$ cat config.mk
export PLATFORM = sky130hd
export DESIGN_NAME = reg_access_ctrl
export DESIGN_NICKNAME = d
export VERILOG_FILES = /design/src/rtl/reg_access_ctrl.sv
export SDC_FILE = /design/constraint.sdc
export NUM_CORES = 1
export LEC_CHECK = 0
export ABC_CLOCK_PERIOD_IN_PS = 2600
export CORE_UTILIZATION = 30
export DETAILED_ROUTE_END_ITERATION = 10
export PLACE_DENSITY_LB_ADDON = 0.2
export SLEW_MARGIN = 15
export SYNTH_ARGS = -nofsm -noshare
export SYNTH_HDL_FRONTEND = slang
export SYNTH_SLANG_ARGS = --single-unit
export TNS_END_PERCENT = 50
$ cat constraint.sdc
create_clock -name REGCTL_clk -period 2.6 [get_ports REGCTL_clk]
set_clock_uncertainty 0.15 [all_clocks]
set_input_delay 0.52 -clock REGCTL_clk [delete_from_list [all_inputs] [get_ports REGCTL_clk]]
set_output_delay 0.52 -clock REGCTL_clk [all_outputs]
set_load 0.005 [all_outputs]
$ cat src/rtl/reg_access_ctrl.sv
// Two-requester arbiter in front of a register file, with one response slot per requester.
// Ties go to the requester that was not granted last; writes to register 0 are acknowledged but dropped.
module reg_access_ctrl #(
   parameter int DW = 32,
   parameter int AW = 5
) (
   input  logic          REGCTL_clk,
   input  logic          REGCTL_rst_n,
   // requester A
   input  logic          REGCTL_A_valid,
   output logic          REGCTL_A_ready,
   input  logic          REGCTL_A_we,
   input  logic [AW-1:0] REGCTL_A_addr1,
   input  logic [AW-1:0] REGCTL_A_addr2,
   input  logic [AW-1:0] REGCTL_A_waddr,
   input  logic [DW-1:0] REGCTL_A_wdata,
   output logic          REGCTL_A_rsp_valid,
   input  logic          REGCTL_A_rsp_ready,
   output logic [DW-1:0] REGCTL_A_rsp_data1,
   output logic [DW-1:0] REGCTL_A_rsp_data2,
   // requester B
   input  logic          REGCTL_B_valid,
   output logic          REGCTL_B_ready,
   input  logic          REGCTL_B_we,
   input  logic [AW-1:0] REGCTL_B_addr1,
   input  logic [AW-1:0] REGCTL_B_addr2,
   input  logic [AW-1:0] REGCTL_B_waddr,
   input  logic [DW-1:0] REGCTL_B_wdata,
   output logic          REGCTL_B_rsp_valid,
   input  logic          REGCTL_B_rsp_ready,
   output logic [DW-1:0] REGCTL_B_rsp_data1,
   output logic [DW-1:0] REGCTL_B_rsp_data2,
   // register file
   output logic [AW-1:0] REGCTL_rf_addr1,
   output logic [AW-1:0] REGCTL_rf_addr2,
   output logic [AW-1:0] REGCTL_rf_waddr,
   output logic          REGCTL_rf_we,
   output logic [DW-1:0] REGCTL_rf_wdata,
   input  logic [DW-1:0] REGCTL_rf_rdata1,
   input  logic [DW-1:0] REGCTL_rf_rdata2
);

   typedef enum logic {SLOT_EMPTY = 1'b0, SLOT_FULL = 1'b1} slot_e;

   slot_e         a_state_q, a_state_d;
   slot_e         b_state_q, b_state_d;
   logic          last_grant_q, last_grant_d;   // 1 = B granted last
   logic [DW-1:0] a_data1_q, a_data1_d, a_data2_q, a_data2_d;
   logic [DW-1:0] b_data1_q, b_data1_d, b_data2_q, b_data2_d;

   logic          elig_a, elig_b, grant_a, grant_b;
   logic          sel_we;
   logic [DW-1:0] rsp_data1, rsp_data2;

   // Arbitration. Reset gates eligibility so nothing is accepted or written while rst_n=0.
   always_comb begin
      elig_a  = REGCTL_rst_n & REGCTL_A_valid & ((a_state_q == SLOT_EMPTY) | REGCTL_A_rsp_ready);
      elig_b  = REGCTL_rst_n & REGCTL_B_valid & ((b_state_q == SLOT_EMPTY) | REGCTL_B_rsp_ready);
      grant_a = elig_a & (~elig_b | last_grant_q);
      grant_b = elig_b & (~elig_a | ~last_grant_q);
   end

   assign REGCTL_A_ready = grant_a;
   assign REGCTL_B_ready = grant_b;

   // NOTE: every output of a combinational block gets a default first, so no path leaves it unassigned (no latch).
   always_comb begin
      sel_we          = 1'b0;
      REGCTL_rf_addr1 = '0;
      REGCTL_rf_addr2 = '0;
      REGCTL_rf_waddr = '0;
      REGCTL_rf_wdata = '0;
      if (grant_a) begin
         sel_we          = REGCTL_A_we;
         REGCTL_rf_addr1 = REGCTL_A_addr1;
         REGCTL_rf_addr2 = REGCTL_A_addr2;
         REGCTL_rf_waddr = REGCTL_A_waddr;
         REGCTL_rf_wdata = REGCTL_A_wdata;
      end else if (grant_b) begin
         sel_we          = REGCTL_B_we;
         REGCTL_rf_addr1 = REGCTL_B_addr1;
         REGCTL_rf_addr2 = REGCTL_B_addr2;
         REGCTL_rf_waddr = REGCTL_B_waddr;
         REGCTL_rf_wdata = REGCTL_B_wdata;
      end
   end

   assign REGCTL_rf_we = (grant_a | grant_b) & sel_we & (REGCTL_rf_waddr != '0);

   // Register 0 reads as zero; a write acknowledge carries zero data.
   always_comb begin
      rsp_data1 = (sel_we || REGCTL_rf_addr1 == '0) ? '0 : REGCTL_rf_rdata1;
      rsp_data2 = (sel_we || REGCTL_rf_addr2 == '0) ? '0 : REGCTL_rf_rdata2;
   end

   // Next-state logic for both response slots and the tie-break pointer.
   always_comb begin
      a_state_d    = a_state_q;
      b_state_d    = b_state_q;
      a_data1_d    = a_data1_q;
      a_data2_d    = a_data2_q;
      b_data1_d    = b_data1_q;
      b_data2_d    = b_data2_q;
      last_grant_d = last_grant_q;

      if (grant_a) begin
         a_state_d    = SLOT_FULL;
         a_data1_d    = rsp_data1;
         a_data2_d    = rsp_data2;
         last_grant_d = 1'b0;
      end else if (a_state_q == SLOT_FULL && REGCTL_A_rsp_ready) begin
         a_state_d = SLOT_EMPTY;
      end

      if (grant_b) begin
         b_state_d    = SLOT_FULL;
         b_data1_d    = rsp_data1;
         b_data2_d    = rsp_data2;
         last_grant_d = 1'b1;
      end else if (b_state_q == SLOT_FULL && REGCTL_B_rsp_ready) begin
         b_state_d = SLOT_EMPTY;
      end
   end

   // NOTE: sequential state uses non-blocking assignments so every flop samples pre-edge values.
   always_ff @(posedge REGCTL_clk or negedge REGCTL_rst_n) begin
      if (!REGCTL_rst_n) begin
         a_state_q    <= SLOT_EMPTY;
         b_state_q    <= SLOT_EMPTY;
         a_data1_q    <= '0;
         a_data2_q    <= '0;
         b_data1_q    <= '0;
         b_data2_q    <= '0;
         last_grant_q <= 1'b1;
      end else begin
         a_state_q    <= a_state_d;
         b_state_q    <= b_state_d;
         a_data1_q    <= a_data1_d;
         a_data2_q    <= a_data2_d;
         b_data1_q    <= b_data1_d;
         b_data2_q    <= b_data2_d;
         last_grant_q <= last_grant_d;
      end
   end

   always_comb begin
      REGCTL_A_rsp_valid = (a_state_q == SLOT_FULL);
      REGCTL_B_rsp_valid = (b_state_q == SLOT_FULL);
      REGCTL_A_rsp_data1 = a_data1_q;
      REGCTL_A_rsp_data2 = a_data2_q;
      REGCTL_B_rsp_data1 = b_data1_q;
      REGCTL_B_rsp_data2 = b_data2_q;
   end

endmodule

# Yosys cells after proc, flatten, opt, wreduce, memory -nomap -nowiden
# Index checks and enable logic that the tools add are counted.
[totals] reg_bits=131 out_inout_bits=180 word_cells=53
[op_classes] mux=18 bitwise=18 n_reduce_logical=10
[ops] operator="$mux W32" count=4
[ops] operator="$mux W5" count=6
[ops] operator="$logic_not A5 Y1" count=2
[ops] operator="$and A1 B1 Y1" count=8
[ops] operator="$mux W1" count=8
[ops] operator="$reduce_bool A2 Y1" count=3
[ops] operator="$not A1 Y1" count=5
[ops] operator="$or A1 B1 Y1" count=5
[ops] operator="$reduce_bool A5 Y1" count=1
[ops] operator="$logic_and A1 B1 Y1" count=2
[ops] operator="$logic_or A1 B1 Y1" count=2

# Depth between registers and ports, before layout
[logic_depth] word_depth=11 ltp_mapped=7 depth_no_buf=4

# Least setup slack after synthesis
# No wires, ideal clock.
[synth_path] path_kind="in2out" start="in REGCTL_A_rsp_ready" end="out REGCTL_rf_waddr[0]" arrival_time_ns=1.716 required_time_ns=1.930 slack_ns=0.214 path_stages=7 cell_sequence="nand2b_4 a311o_1 buf_6 inv_2 buf_2 buf_2 a22o_1"
[synth_via] elab_chain_len=7
[synth_rtl] element="start, declared" line_no="18" text="input logic REGCTL_A_rsp_ready,"
[synth_rtl] element="$or A1 B1 Y1 *" line_no="57" text="elig_a = REGCTL_rst_n & REGCTL_A_valid & ((a_state_q == SLOT_EMPTY) | REGCTL_A_rsp_ready);"
[synth_rtl] element="$and A1 B1 Y1 *" line_no="57"
[synth_rtl] element="$not A1 Y1" line_no="60" text="grant_b = elig_b & (~elig_a | ~last_grant_q);"
[synth_rtl] element="$or A1 B1 Y1" line_no="60"
[synth_rtl] element="$and A1 B1 Y1" line_no="60"
[synth_rtl] element="$mux W5" line_no="79" text="end else if (grant_b) begin"
[synth_rtl] element="$mux W5 *" line_no="73" text="if (grant_a) begin"
[synth_rtl] element="end, declared" line_no="36" text="output logic [AW-1:0] REGCTL_rf_waddr,"
# Mark *: on every way between the ends. The rest lies on a longest branch, timed or not.

# Worst setup path in the final report
[layout_path] start="reg last_grant_q" end="out REGCTL_rf_wdata[11]"
[layout_via] elab_chain_len=5
[layout_rtl] element="start, declared" line_no="47" text="logic last_grant_q, last_grant_d;"
[layout_rtl] element="start signal, assigned" line_no="142" text="last_grant_q <= last_grant_d;"
[layout_rtl] element="$not A1 Y1" line_no="60"
[layout_rtl] element="$or A1 B1 Y1" line_no="60"
[layout_rtl] element="$and A1 B1 Y1" line_no="60"
[layout_rtl] element="$mux W32" line_no="79"
[layout_rtl] element="$mux W32 *" line_no="73"
[layout_rtl] element="end, declared" line_no="38" text="output logic [DW-1:0] REGCTL_rf_wdata,"
# Marks and branches as above.

==> results.md <==
* Violations in the final reports: negative setup slack
* Maximum number of pins on one net before global-route repair at between 70 and 80
* Proportion of layout cells with a drive suffix above 1 at 0.237
* Number of nets in the layout at 924
* Root buffer selected by CTS: clkbuf_16
* Avg Inst Size Synth at about 14 um^2
* Final setup violating endpoints at 38
* Timing-limited maximum frequency at roughly 370 MHz
* Largest voltage drop on the vdd net at approximately 490 uV
* First-pass GRT wire length at 38400 um
* Routed length per placed instance at 25.6 um
* Met2 track demand over resource at 0.473
* Synth Instances at 386
* Crit path setup slack, layout at -67.0 ps
* Cell count of the worst reg-to-reg path at 6
* # fillers at 1520
* RSZ-0062 raised after global routing: true
* Worst relative slew slack at 0.335
* Reg2Reg Capture Point: REGCTL_A_rsp_data1[31]
* Total negative setup slack at -881 ps
* Status: complete, but fails checks
* Slew at the pin closest to its max-slew limit at between 900 and 1000 ps
* Final worst path period need at about 2700 ps
* Number of ports placed on the die boundary at around 350
* Instance count on the critical path at 7
* Power density over the cells at roughly 620 mW/mm^2
* Via count of the first global-routing pass at 5761
* Vertical die dimension at roughly 140 um
* Initial core utilization at 0.308
* Worst setup EP type: output port
* Iteration-0 DRC Markers at between 300 and 400
* Initial DRT Pass Iterations at 4
* Category of the worst setup path launch point: flop
* Post-synthesis instance area at between 0.005 and 0.006 mm^2
* Number of buffers on the longest clock path at 2
* Wire length reported by the detailed router at roughly 26000 um
* Number of H-tree branching levels at 4
* Total congestion overflow at 0
* Classification of the worst-slack hold path: in -> async
* GRT Overall Usage at 0.268
* Leakage at 4.56 nW
* Met1 demand-to-capacity share in global routing at 0.305
* Number of max-cap violations at 0
* Syn Nets at 552
* Register area share after synthesis at 0.591
* Worst-case hold slack at around 79 ps
* Number of distinct standard cells referenced by the synthesized netlist at 24
* Count of buffers inserted at the top-level ports at ~350
* Number of vias in the routed layout at about 5500
* Clock latency at the later pin of the worst-skew pair at about 420 ps
* Final hold violation count at 0
* Post-route ant nets at 0
* Crit path buf inv count at 5
* CP max FO at 6
* Syn-to-layout area delta at 83.7%
* Clock-pin slew reported for the worst setup and hold paths after clock tree synthesis at ~60 ps
* Count of final max-slew check failures at 0
* FF-to-FF setup slack at about 160 ps
* Endpoint required time on the critical path at about 1900 ps
* Remaining DRCs at 0
* Number of flip-flops and latches in the synthesized netlist at 131
* Global routing met3 resource utilization at 0.0807
* Clock sink count at approximately 130
* Crit Path Category: reg -> out
* Cell-by-cell listing of the critical path: a311o_2 -> inv_6 -> buf_6 -> buf_6 -> buf_16 -> a22o_4 -> buf_6
* Critical-path cell with the highest stage delay: dfstp_2
* Layer with the highest usage: met2
* Cell occurring most often along the worst timing path: buf_6
* CTS buffer count at 17
* Number of rows in the core area at 49
* Worst reg2reg path startpoint: last_grant_q
* Dpl hpwl at between 15000 and 20000 um
* Global placer's final weighted congestion at around 1.1
* Critical path's largest stage delay at approximately 540 ps
* DIE AREA at approximately 0.019 mm^2
* Placeable core region at 0.0180 mm^2
* Die width at about 140 um
* CTS tree: built
* Initial antenna violation count at 0
* Post-DR vias/cell at about 5.5
* Yosys warns at 0
* Pre-CTS setup slack at -636 ps
* CP arrival at 2000 ps
* Final critical-path share of the clock period at 1.03
* Critical path's top delay family: flip-flops
* Antenna diodes at 0
==> stage by stage <==
| stage | power, W | area [um^2] | util | instances |
|---|---|---|---|---|
| after floorplan | 0.00286 | 5550 | - | 386 |
| after global placement | 0.00389 | 9410 | 0.522 | 948 |
| after detailed placement | 0.00392 | 9410 | 0.522 | 948 |
| after CTS | 0.00640 | 10200 | 0.564 | 998 |
| after global routing | 0.00659 | 10200 | 0.566 | 1000 |
| final | 0.00634 | 10200 | 0.566 | 1000 |
==> registers in the layout (all words and copies together), names as in the netlist <==
name / cells
REGCTL_A_rsp_valid: 1
REGCTL_B_rsp_valid: 1
REGCTL_A_rsp_data2: 32
REGCTL_B_rsp_data1: 32
last_grant_q: 1
REGCTL_A_rsp_data1: 32
REGCTL_B_rsp_data2: 32
==> cell usage in the layout, fill, tap and decap left out, drive strengths merged, types with 2 or more instances in the layout <==
cell type / count
nand2: 3
dfrtp: 130
bufinv: 2
clkinv: 3
a22o: 47
or4: 6
dlygate4sd2: 5
inv: 7
clkdlybuf4s50: 290
clkbuf: 19
o21ai: 2
a32o: 128
clkinvlp: 3
nor2: 6
buf: 105
o22ai: 3
nand2b: 3
==> cells in the mapped netlist, drive strengths merged <==
cell     instances  area (um^2)
and3             1         6.26
nor2             6         27.5
a32o           128         1320
mux2i            1         10.0
dfstp            1         26.3
buf             29          226
nand3            1         5.00
a311o            1         10.0
o22ai            3         46.3
o2111ai          1         26.3
inv              2         7.51
dfrtp          130         3250
or4              6         45.0
nor2b            1         8.76
nand2            3         11.3
a22o            47          412
o21ai            2         10.0
nand2b           3         26.3
clkbuf          20         75.1
==> worst register-to-register path, stage by stage (launching register included) <==
cell and delay [ps]:
dfstp_2 540, a311o_2 240, buf_4 140, buf_6 490
o22ai_4 210, buf_12 220, a32o_2 340
==> repair_timing <==
item,CTS,global route
setup buffers,12,2
pin swaps,22,9
cloned,6,0
setup endpoints to repair,176,48
hold buffers,1,0
gates resized for setup,233,2
endpoints found under the hold margin,2,0
==> where the power goes <==
group	internal, W	switching, W
combinational	0.000952	0.000636
sequential	0.00224	0.000112
clock	0.00147	0.000930
==> metal layers <==
layer	vias to the layer above	share of wire
li1	2390	-
met2	238	0.53
met4	0	0.026
met3	33	0.071
met5	-	0
met1	2849	0.38
==> layout make-up <==
class                   instances  area (um^2)  area share
well taps                     229          287      0.0281
repair buffers                402         4000       0.392
clock inverters                13          145      0.0142
flip-flops and latches        131         3280       0.322
multi-input cells             204         2020       0.198
clock buffers                  19          453      0.0444
inverters                       2         15.0     0.00147
==> how the worst max path moves through the flow <==
stage	slack [ps]	startpoint	to
2_1_floorplan	210	REGCTL_A_rsp_ready	REGCTL_rf_waddr[0]
3_3_place_gp	-650	REGCTL_A_rsp_ready	REGCTL_rf_wdata[7]
3_5_place_dp	-640	REGCTL_A_rsp_ready	REGCTL_rf_wdata[7]
4_1_cts	-130	REGCTL_B_rsp_valid	REGCTL_rf_wdata[27]
5_1_grt	-130	REGCTL_B_rsp_valid	REGCTL_rf_addr2[3]
6_report	-70	last_grant_q	REGCTL_rf_wdata[11]
==> cells by family (layout without fill, tap and decap cells) <==
| kind of cell | after synthesis | count (layout) | synth area share |
|---|---|---|---|
| buf+inv | 51 | 436 | 0.0557 |
| compound gates | 182 | 182 | 0.328 |
| flops | 131 | 131 | 0.591 |
| mux | 1 | 1 | 0.00180 |
| simple gates | 21 | 21 | 0.0234 |
No activity file was read; power rests on OpenSTA's default activity.
